==> src/rtl/magnetron_pkg.sv <==
// magnetron_pkg: shared state encoding and default parameters for the magnetron SR driver
package magnetron_pkg;
    typedef logic [2:0] state_t;
    localparam int DEF_CLK_PER_SEC = 50_000_000;
    localparam int DEF_TIME_W = 8;
    localparam int DEF_PULSE_W = 2;
    localparam state_t ST_CLEAR = 3'd0;
    localparam state_t ST_IDLE  = 3'd1;
    localparam state_t ST_SET   = 3'd2;
    localparam state_t ST_COOK  = 3'd3;
    localparam state_t ST_RESET = 3'd4;
    localparam state_t ST_DONE  = 3'd5;
    localparam state_t ST_FAULT = 3'd6;
endpackage

==> src/rtl/magnetron_sr_driver_sec_prescaler.sv <==
// sec_prescaler: divides clk down to a one-cycle tick per cook second
module sec_prescaler
    import magnetron_pkg::*;
#(
    parameter int CLK_PER_SEC = DEF_CLK_PER_SEC
) (
    input  logic clk,
    input  logic rst,
    input  logic clr,
    input  logic en,
    output logic tick
);
    localparam int CW = CLK_PER_SEC > 1 ? $clog2(CLK_PER_SEC) : 1;
    logic [CW-1:0] cnt;
    assign tick = en && cnt == CW'(CLK_PER_SEC - 1);
    // count 0..CLK_PER_SEC-1 while enabled, wrapping on the tick
    always_ff @(posedge clk) begin
        if (rst || clr) cnt <= '0;
        else if (en) cnt <= tick ? '0 : cnt + 1'b1;
    end
endmodule

==> src/rtl/magnetron_sr_driver.sv <==
// magnetron_sr_driver: sequences s/r pulses to the magnetron SR latch, runs the cook countdown, checks q feedback
module magnetron_sr_driver
    import magnetron_pkg::*;
#(
    parameter int CLK_PER_SEC = DEF_CLK_PER_SEC,
    parameter int TIME_W = DEF_TIME_W,
    parameter int PULSE_W = DEF_PULSE_W
) (
    input  logic              clk,
    input  logic              rst,
    input  logic              start,
    input  logic              stop,
    input  logic              door_closed,
    input  logic [TIME_W-1:0] cook_time,
    input  logic              q_fb,
    output logic              s,
    output logic              r,
    output logic              cooking,
    output logic [TIME_W-1:0] remaining,
    output logic              done,
    output logic              fault
);
    localparam int PCW = $clog2(PULSE_W + 1);
    state_t state, state_n;
    logic [PCW-1:0] pcnt;
    logic expired, tick, pulse_last, accept, abort, dec;
    logic s_d, r_d, cooking_d, done_d, fault_d;
    assign pulse_last = pcnt == PCW'(PULSE_W - 1);
    assign accept = start && door_closed && !stop && cook_time != '0;
    assign abort = !door_closed || stop;
    assign dec = state == ST_COOK && q_fb && !abort && tick;
    sec_prescaler #(.CLK_PER_SEC(CLK_PER_SEC)) u_pre (
        .clk(clk),
        .rst(rst),
        .clr(state != ST_COOK),
        .en(state == ST_COOK),
        .tick(tick)
    );
    // state, pulse counter (reloaded on every state change), countdown and expiry flag
    always_ff @(posedge clk) begin
        if (rst) begin
            state <= ST_CLEAR;
            pcnt <= '0;
            remaining <= '0;
            expired <= 1'b0;
        end else begin
            state <= state_n;
            pcnt <= state_n != state ? '0 : pcnt + 1'b1;
            if (state == ST_IDLE && accept) remaining <= cook_time;
            else if (dec) remaining <= remaining - 1'b1;
            if (state == ST_COOK && state_n == ST_RESET) expired <= !abort;
        end
    end
    // next state; in COOK a lost latch wins over door, stop and expiry in that order
    always_comb begin
        state_n = state;
        case (state)
            ST_CLEAR: state_n = pulse_last ? ST_IDLE : ST_CLEAR;
            ST_IDLE:  state_n = accept ? ST_SET : ST_IDLE;
            ST_SET:   state_n = !pulse_last ? ST_SET : q_fb ? ST_COOK : ST_FAULT;
            ST_COOK:  state_n = !q_fb ? ST_FAULT :
                                (abort || (tick && remaining == TIME_W'(1))) ? ST_RESET : ST_COOK;
            ST_RESET: state_n = !pulse_last ? ST_RESET : q_fb ? ST_FAULT : expired ? ST_DONE : ST_IDLE;
            ST_DONE:  state_n = ST_IDLE;
            default:  state_n = ST_FAULT;
        endcase
    end
    // output decode; s and r come from mutually exclusive states so both can never be high
    always_comb begin
        s_d = state == ST_SET;
        r_d = state == ST_CLEAR || state == ST_RESET || state == ST_FAULT;
        cooking_d = state == ST_COOK;
        done_d = state == ST_DONE;
        fault_d = state == ST_FAULT;
    end
    // registered outputs; reset holds the latch cleared
    always_ff @(posedge clk) begin
        if (rst) begin
            s <= 1'b0;
            r <= 1'b1;
            cooking <= 1'b0;
            done <= 1'b0;
            fault <= 1'b0;
        end else begin
            s <= s_d;
            r <= r_d;
            cooking <= cooking_d;
            done <= done_d;
            fault <= fault_d;
        end
    end
endmodule
==> config.mk <==
export PLATFORM = sky130hd
export DESIGN_NAME = magnetron_sr_driver
export DESIGN_NICKNAME = d
export VERILOG_FILES = /design/src/rtl/magnetron_pkg.sv /design/src/rtl/magnetron_sr_driver_sec_prescaler.sv /design/src/rtl/magnetron_sr_driver.sv
export SDC_FILE = /design/constraint.sdc
export NUM_CORES = 1
export LEC_CHECK = 0
export CAP_MARGIN = 20
export CORE_AREA = 2 2 80 82
export CTS_CLUSTER_DIAMETER = 200
export DETAILED_ROUTE_END_ITERATION = 6
export DIE_AREA = 0 0 82 84
export GPL_TIMING_DRIVEN = 0
export PLACE_DENSITY = 0.72
export SLEW_MARGIN = 15
export SYNTH_ARGS = -nofsm -noshare
export SYNTH_HDL_FRONTEND = slang
export SYNTH_HIERARCHICAL = 1
export SYNTH_SLANG_ARGS = --single-unit
==> constraint.sdc <==
create_clock -name clk -period 3 [get_ports clk]
set_input_delay 0.6 -clock clk [delete_from_list [all_inputs] [get_ports clk]]
set_output_delay 0.6 -clock clk [all_outputs]
set_load 0.02 [all_outputs]
==> key figures <==
Run status
  • Outcome: finished clean

Synth
  • #FFs+latches synth: 45
  • Cell with the most instances after synthesis: dfxtp_1
  • Post-synth EDFFs: 0
  • Cell taking the most area after synthesis: dfxtp_1
  • Top post-synthesis cells by count: dfxtp_1, nor2_1, a21oi_1
  • Synth unique cells: 59
  • Ys async rst share: 0%
  • Net count after synthesis: 301
  • Synthesized netlist cell count: 283
  • Synth warn: 6
  • Synth Flop Type: dfxtp_1
  • Post-Syn Area: 2440 µm²
  • Avg Cell Area, Syn: 8.62 µm²
  • Register area share after synthesis: 36.9%
  • Share of the synthesized area in the top cell type: 36.9%
  • Top cells by area, synth: dfxtp_1, nor2_1, a21oi_1

Pwr
  • Tot Pwr: 1.21 mW
  • Comb pwr share: 16.2%
  • Peak supply drop: 0.340 mV
  • Flop pwr share: 52.7%
  • Lkg Pwr: 0.910 nW
  • Pint: 879 µW
  • Clock Power Share: 31.1%
  • Net switching power: 335 µW
  • Power Density: 418 nW/µm²
  • Sw frac: 27.6%

Place
  • Placed Area: 2800 µm²
  • GP Congestion: 0.895
  • DP Cell Count: 386
  • I/O Buffers: 26
  • Detailed placer's ending HPWL: 4020 µm

Clock tree
  • CTS tree: built
  • CTS H-tree lvls: 2
  • Clk Latency, worst-skew pair: 300 ps
  • CTS Hold Bufs: 0
  • Root buf cell: clkbuf_8
  • Post-CTS Setup Repair Bufs: 0
  • Total CTS buffers: 5
  • Clock sinks: 45
  • Longest Clk Path Bufs: 2
  • Clk pin slew, worst setup/hold paths: 90 ps

STA
  • Relative slew slack: 59.9%
  • Fin. Hold Viols: 0
  • Final Max Slew Viols: 0
  • Layout Skew: 5.28 ps
  • Fin crit share: 88.7%
  • Final setup vio count: 0
  • RSZ-0062 raised after global routing: false
  • Min Hold Slack: 438 ps
  • Fmax: 376 MHz
  • Worst-margin pin slew: 593 ps
  • Final min period: 2660 ps

Route
  • DRC: 0
  • Detailed Route WL: 5450 µm
  • Via count: 2231
  • 1st-iter DRT viols: 89
  • Post-DR vias/cell: 5.66
  • DR pass1 iterations: 4
  • Antenna-violating nets left: 0
  • WL/cell: 13.8 µm

Setup path
  • R2R Path End: pcnt[1]
  • Arr. time, crit path: 2850 ps
  • CP Max Fanout: 13
  • Crit path capture type: flip-flop
  • Startpoint types: flip-flop
  • Register-to-Register Path Depth: 12
  • Crit Reg-Reg Startpoint: state[0]
  • R2r setup slk: 340 ps
  • Worst Path Required: 3190 ps
  • Crit path kind: flip-flop to flip-flop

Flow run
  • Max-cap violations: 0

Die
  • Initial Util: 40.0%
  • Num rows: 29
  • IO Count: 27
  • Die area: 6890 µm²
  • Placeable Area: 6100 µm²
  • Die W: 82 µm
  • Die H: 84 µm

Finish
  • Final cell count without fillers: 394
  • Area delta synth->final: 19.2%
  • Design area: 2910 µm²
  • Share of cells above drive strength 1: 14.2%
  • Final Util: 47.7%
  • Ant. Diodes: 0
  • Nets: 334

Global routing
  • Gr busiest metal: met2
  • Gr usage total: 16.8%
  • Met1 Track Usage GR: 21.7%
  • Total gr overflow: 0
  • First-pass GRT wire length: 9320 µm
  • Number of global-route vias before repair: 2036
  • Largest net degree at the start of global routing: 16
  • Grt met2 use: 27.6%
  • Initial antenna violation count: 0
  • GR Util met3: 3.90%

Hold path
  • Worst min-delay path startpoint: pcnt[0]
  • WHS Path Cells: 1
  • Worst min path class: flip-flop to flip-flop
  • Worst Hold Path EP: pcnt[0]
[area by class of cell]
| class | count | area [µm²] |
|---|---|---|
| plain buffers | 11 | 57.6 |
| clock buffers | 5 | 68.8 |
| clock inverters | 3 | 21.3 |
| fillers | 613 | 3190 |
| inverters | 9 | 36.3 |
| multi-input cells | 218 | 1470 |
| flip-flops and latches | 45 | 901 |
| well taps | 77 | 96.3 |
| repair buffers | 26 | 260 |
[cells in the final DEF (no fill, tap or decap), types with 4 or more instances in the layout]
cell type        synthesis  routed
a21oi_1                 20      20
buf_2                    7       7
clkbuf_8                 0       5
clkdlybuf4s50_1          0      26
dfxtp_1                 45      45
ha_1                     4       4
inv_1                    7       7
nand2_1                 15      14
nand2b_1                 4       4
nand3_1                 15      15
nand3b_1                 4       4
nand4_1                 11      11
nor2_1                  35      35
nor4_1                   4       4
nor4b_1                  6       6
o21ai_0                 15      15
o31ai_1                  4       4
or3_1                    9       9
or4_1                    7       7
xor2_1                   8       8
[cell families (layout without fill, tap and decap cells)]
logic type      count (synthesis)  in the layout  synth area share (%)
fa+ha+maj                       4              4                  2.05
mux                             2              2                 0.872
buf+inv                        20             54                  3.75
simple gates                  141            141                  35.7
compound gates                 60             60                  16.7
flops                          45             45                  36.9
xor+xnor                       11             11                  3.95
[what timing repair did]
item	CTS	global route
pin swaps	0	2
hold endpoints to repair	0	0
cloned	0	0
resized for setup	1	4
endpoints found under the setup margin	2	9
[metrics by stage]
stage               setup TNS [ps]  worst slack (ps)
global placement              -119             -61.1
detailed placement            -204              -105
finish                           0               338
CTS                              0              27.0
global route                     0              56.2
floorplan                        0               555
[power by group through the flow]
| stage | Sequential (mW) | Clock [mW] | Combinational (mW) |
|---|---|---|---|
| after floorplan | 0.660 | 0 | 0.124 |
| after detailed placement | 0.654 | 0 | 0.195 |
| after global placement | 0.653 | 0 | 0.196 |
| after CTS | 0.640 | 0.394 | 0.196 |
| final | 0.640 | 0.378 | 0.196 |
| after global routing | 0.644 | 0.415 | 0.221 |
[sequential cells by signal, indices dropped and copies added (netlist names)]
name	count
cooking	1
done	1
expired	1
fault	1
pcnt	2
r	1
remaining	8
s	1
state	3
u_pre/cnt	26
[worst max-delay path: stages (launching register included)]
cell and delay [ps]:
dfxtp_1 340, buf_2 190, nand3_2 160, inv_4 150
and3_1 150, buf_2 210, nand2_2 140, nor3_4 210
nand2_1 160, nor4_2 320, o21ai_0 200, a22oi_2 230
nor4_1 80
[worst max-delay path by stage]
stage / cells after the start / start / slack [ps] / endpoint
floorplan: 13 / state[2] / 550 / pcnt[0]
global placement: 12 / state[0] / -60 / pcnt[1]
detailed placement: 12 / state[0] / -100 / pcnt[1]
CTS: 12 / state[0] / 30 / pcnt[1]
global route: 12 / state[0] / 60 / pcnt[1]
finish: 12 / state[0] / 340 / pcnt[1]
[layer usage]
metal	part of all wire, %	vias to the layer above	wire, µm
met3	3.9	7	214
met2	49	49	2650
met1	46	1049	2520
met5	0	-	0
met4	1.2	0	66
li1	-	1126	-
Power figures use the tool's default switching activity.
